--- config.mk ---
export PLATFORM = sky130hd
export DESIGN_NAME = sdram_burst_prefetch
export DESIGN_NICKNAME = d
export VERILOG_FILES = /design/src/rtl/sdram_burst_prefetch.sv
export SDC_FILE = /design/constraint.sdc
export NUM_CORES = 1
export LEC_CHECK = 0
export ABC_CLOCK_PERIOD_IN_PS = 3100
export CAP_MARGIN = 30
export CORE_ASPECT_RATIO = 1.5
export CORE_MARGIN = 3
export CORE_UTILIZATION = 40
export DETAILED_ROUTE_END_ITERATION = 8
export DONT_BUFFER_PORTS = 1
export GPL_TIMING_DRIVEN = 0
export PLACE_DENSITY = 0.6
export REMOVE_ABC_BUFFERS = 1
export SYNTH_ARGS = -nofsm -noshare
export SYNTH_HDL_FRONTEND = slang
export SYNTH_SLANG_ARGS = --single-unit
--- constraint.sdc ---
create_clock -name sdram_clk -period 3.1 [get_ports sdram_clk]
set_clock_uncertainty 0.05 [all_clocks]
set_input_delay 0.31 -clock sdram_clk [delete_from_list [all_inputs] [get_ports sdram_clk]]
set_output_delay 0.31 -clock sdram_clk [all_outputs]
set_load 0.01 [all_outputs]
--- src/rtl/sdram_burst_prefetch.sv ---
// Burst prefetch from the SDRAM controller read port into a
// two-bank ping-pong buffer drained by the QSPI read side.
module sdram_burst_prefetch #(
  parameter int DW = 16,
  parameter int AW = 24,
  parameter int BL = 8,
  parameter int ADDR_SHIFT = 1,
  localparam int BW = $clog2(BL)
) (
  input  logic          sdram_clk,
  input  logic          rst_n,
  input  logic          req_valid,
  output logic          req_ready,
  input  logic [AW-1:0] req_addr,
  output logic          busy,
  output logic [1:0]    buf_valid,
  input  logic [1:0]    buf_release,
  output logic          done,
  output logic          done_bank,
  input  logic          ram_ren,
  input  logic          ram_rbank,
  input  logic [BW-1:0] ram_raddr,
  output logic [DW-1:0] ram_rdata,
  output logic [AW-1:0] rd_addr,
  output logic          rd_avalid,
  input  logic          rd_aready,
  input  logic [DW-1:0] rd_data,
  input  logic          rd_valid,
  output logic          rd_ready
);

  typedef enum logic [1:0] {
    IDLE,
    ADDR,
    DATA
  } state_t;

  state_t        state;
  state_t        state_nx;
  logic          wr_bank;
  logic [BW-1:0] beat_cnt;
  logic          accept;
  logic          beat;
  logic          last;
  logic [1:0]    bv_set;
  logic [1:0]    bv_nx;
  logic [DW-1:0] mem [0:2*BL-1];

  always_comb begin
    state_nx  = state;
    req_ready = 1'b0;
    rd_avalid = 1'b0;
    rd_ready  = 1'b0;
    unique case (state)
      IDLE: begin
        req_ready = !buf_valid[wr_bank];
        if (req_valid && !buf_valid[wr_bank])
          state_nx = ADDR;
      end
      ADDR: begin
        rd_avalid = 1'b1;
        if (rd_aready)
          state_nx = DATA;
      end
      DATA: begin
        rd_ready = 1'b1;
        if (rd_valid && beat_cnt == BW'(BL-1))
          state_nx = IDLE;
      end
      default: state_nx = IDLE;
    endcase
  end

  assign accept = req_valid && req_ready;
  assign beat   = rd_ready && rd_valid;
  assign last   = beat && (beat_cnt == BW'(BL-1));
  assign busy   = (state != IDLE);

  // A bank being filled is never valid, so set wins trivially
  assign bv_set = {last & wr_bank, last & ~wr_bank};
  assign bv_nx  = bv_set | (buf_valid & ~buf_release);

  always_ff @(posedge sdram_clk or negedge rst_n) begin
    if (!rst_n) begin
      state     <= IDLE;
      wr_bank   <= 1'b0;
      beat_cnt  <= '0;
      buf_valid <= 2'b00;
      rd_addr   <= '0;
      done      <= 1'b0;
      done_bank <= 1'b0;
    end else begin
      state     <= state_nx;
      buf_valid <= bv_nx;
      done      <= last;
      if (accept)
        rd_addr <= req_addr >> ADDR_SHIFT;
      if (beat)
        beat_cnt <= beat_cnt + 1'b1;
      if (last) begin
        done_bank <= wr_bank;
        wr_bank   <= ~wr_bank;
      end
    end
  end

  always_ff @(posedge sdram_clk) begin
    if (beat)
      mem[{wr_bank, beat_cnt}] <= rd_data;
  end

  always_ff @(posedge sdram_clk or negedge rst_n) begin
    if (!rst_n)
      ram_rdata <= '0;
    else if (ram_ren)
      ram_rdata <= mem[{ram_rbank, ram_raddr}];
  end

endmodule

==> out/qor.yml <==
timing.final.crit_share_pct: 72.54
core-area_um2: 28810
worst_setup_path_start_kind: "flip-flop"
rr_worst_depth: 4
crit_cells: 4
clk_latency_ns: 0.55
ant_nets: 0
cp-end-kind: "flip-flop"
path_class: "flip-flop to flip-flop"
crit_family: "simple AND/OR/NAND/NOR gates"
hold_class: "input pin to flip-flop"
grt_max_degree: 65
yosys.area.top_type: "edfxtp_1"
post_drt_wl_per_cell_um: 24.00
htreeDepth: 1
final_cells: 1023
synthTopCellsByArea: "edfxtp_1, mux4_2, dfrtp_1"
cp_cell_sequence: "nand3b_1 > nor3_1 > and2_1 > buf_16"
max-cap-violations: 0
status: "finished, final reports clean"
fmax_ghz: 0.4447
final_max_slew_viol_count: 0
worst_ep_arrival_time_ns: 2.44
cts_root_buf: "clkbuf_16"
max-vdd-ir-drop_mv: 0.3837
first_global_vias: 5972
fin_crit_ns: 2.249
final_net_count: 667
drc: 0
initial_core_util_pct: 40.79
ys_types: 34
final_cell_mix: "edfxtp_1, mux4_2, dfrtp_1, dlygate4sd3_1, clkbuf_16"
io_pins: 100
grt_usage_pct: 15.67
viasPerCell: 5.380
worst_pin_slew_ns: 1.008
p_leak_nw: 4.682
crit_fanout: 11
yosysWarnings: 0
routed_wl_mm: 24.55
final_hold_viol_count: 0
cts_setup_buffers: 0
place.gp.congestion: 0.6926
power_mw: 9.306
synth_area_um2: 11750
drtPass1Iterations: 4
mostFrequentLayoutCell: "edfxtp_1"
setup_viol: 0
r2r_setup_slack_ns: 0.85
crit_end: "mem[9][12]$_DFFE_PP_"
place.detailed.hpwl_mm: 14.19
synth_top_area_share_pct: 65.41
dp_cells: 919
cts_sinks: 305
drt_iter0_markers: 447
die_y_um: 215.9
die_area_um2: 31520
antenna_found_initial: 1
cp-startpoint: "state[0]$_DFFE_PN0P_"
synth-seq-cells: 305
crit_buf_inv: 1
area_growth_pct: 18.27
die_x_um: 146.0
via_count: 5504
postSynthCellCount: 543
finalSetupTns_ns: 0
cts_tree: "yes"
rsz0062_at_grt: "false"
port_buffers: 0
cts_buffers: 28
clkTransAtPathRegs_ns: 0.06
yosysSeqAreaShare_pct: 75.84
slew_headroom_pct: 32.77
cp_slowest_cell: "and2_1"
drive_above_1_share_pct: 23.58
crit_path_max_incr_delay_ns: 0.52
std_cell_rows: 76
worstReg2RegStart: "state[0]$_DFFE_PN0P_"
power_density_nw_per_um2: 669.5
cts_buffer_depth: 3
grt_pass1_wl_mm: 37.21
r2r_end: "mem[9][12]$_DFFE_PP_"
syn_avg_cell_area_um2: 21.64
cp_data_required_time_ns: 3.29
fill_cells: 2303
overflow: 0
==> cells by family (layout without fill, tap and decap cells) <==
logic type,count (synthesis),in the layout,synth area share (%)
flip-flops,305,305,75.84
multiplexers,106,106,16.73
AND/OR/NAND/NOR,46,46,2.087
buffers and inverters,40,129,2.204
AO/OA/AOI/OAI,38,38,2.427
adder cells (fa/ha/maj),5,5,0.5323
XOR/XNOR,2,2,0.1491
other,1,2,0.03191
==> final cells by class <==
type | instances | area, µm² | share of cell area, %
diodes | 1 | 2.502 | 0.01800
inverters | 9 | 33.78 | 0.2430
clock inverters | 8 | 55.05 | 0.3961
clock buffers | 44 | 820.8 | 5.905
repair buffers | 68 | 1006 | 7.237
flip-flops and latches | 305 | 8914 | 64.13
well taps | 390 | 488.0 | 3.511
multi-input cells | 198 | 2580 | 18.56
==> registers in the layout (all words and copies together), names as in the netlist <==
register,flops
beat_cnt,3
buf_valid,2
done,1
done_bank,1
mem,256
ram_rdata,16
rd_addr,23
state,2
wr_bank,1
==> stage by stage <==
stage / utilization (%) / worst slack [ns] / instance area [µm²] / hold slack [ns]
finish: 48.24 / 0.8513 / 13900 / 0.03554
CTS: 48.23 / 0.8644 / 13900 / 0.008405
global route: 48.24 / 0.7000 / 13900 / 0.02420
detailed placement: 43.33 / 0.8761 / 12480 / -0.03347
floorplan: - / 1.111 / 11530 / -0.03559
global placement: 41.70 / 0.6883 / 12020 / -0.03369
==> timing repair <==
item,4_1_cts,5_1_grt
setup endpoints to repair,0,0
hold buffers,51,0
endpoints found under the hold margin,349,0
resized for setup,0,0
==> cells in the mapped netlist <==
library cell,instances
edfxtp_1,256
mux4_2,64
dfrtp_1,49
mux2_4,19
o22ai_1,18
and2_1,17
a221oi_1,16
mux2i_1,16
nor2_1,16
inv_1,9
clkbuf_1,8
buf_2,7
buf_6,7
mux2_2,7
ha_1,5
buf_4,4
nor3_1,4
buf_1,3
buf_12,2
xnor2_1,2
a2111o_1,1
a211oi_1,1
a22o_1,1
and2b_1,1
conb_1,1
nand2_1,1
nand2b_1,1
nand3_1,1
nand3b_1,1
nor2b_1,1
o21ai_0,1
or2_2,1
or2_4,1
or2b_1,1
==> power breakdown <==
part           switching (mW)  internal (mW)  leakage, nW
logic                   0.442          0.568         1.39
registers               0.290           4.76         2.87
clock network            1.42           1.82        0.418
total                    2.15           7.15         4.68
==> worst min-delay path by stage <==
stage,start,to,slack (ns),depth (start not counted)
after floorplan,rst_n,beat_cnt[0]$_DFFE_PN0P_,-0.04,0
after global placement,rst_n,rd_addr[15]$_DFFE_PN0P_,-0.03,0
after detailed placement,rst_n,rd_addr[19]$_DFFE_PN0P_,-0.03,0
after CTS,ram_raddr[1],ram_rdata[10]$_DFFE_PN0P_,0.008,2
after global routing,ram_ren,ram_rdata[2]$_DFFE_PN0P_,0.02,2
final,ram_ren,ram_rdata[3]$_DFFE_PN0P_,0.04,2
==> metal layers <==
layer  up-vias  track usage [%]  wire, µm
li1       2361                -         -
met1      2942            19.40      9428
met2       166            28.02     13200
met5         -                0         0
met3        35            2.962      1432
met4         0            4.594       489
No activity file was read; power rests on OpenSTA's default activity.
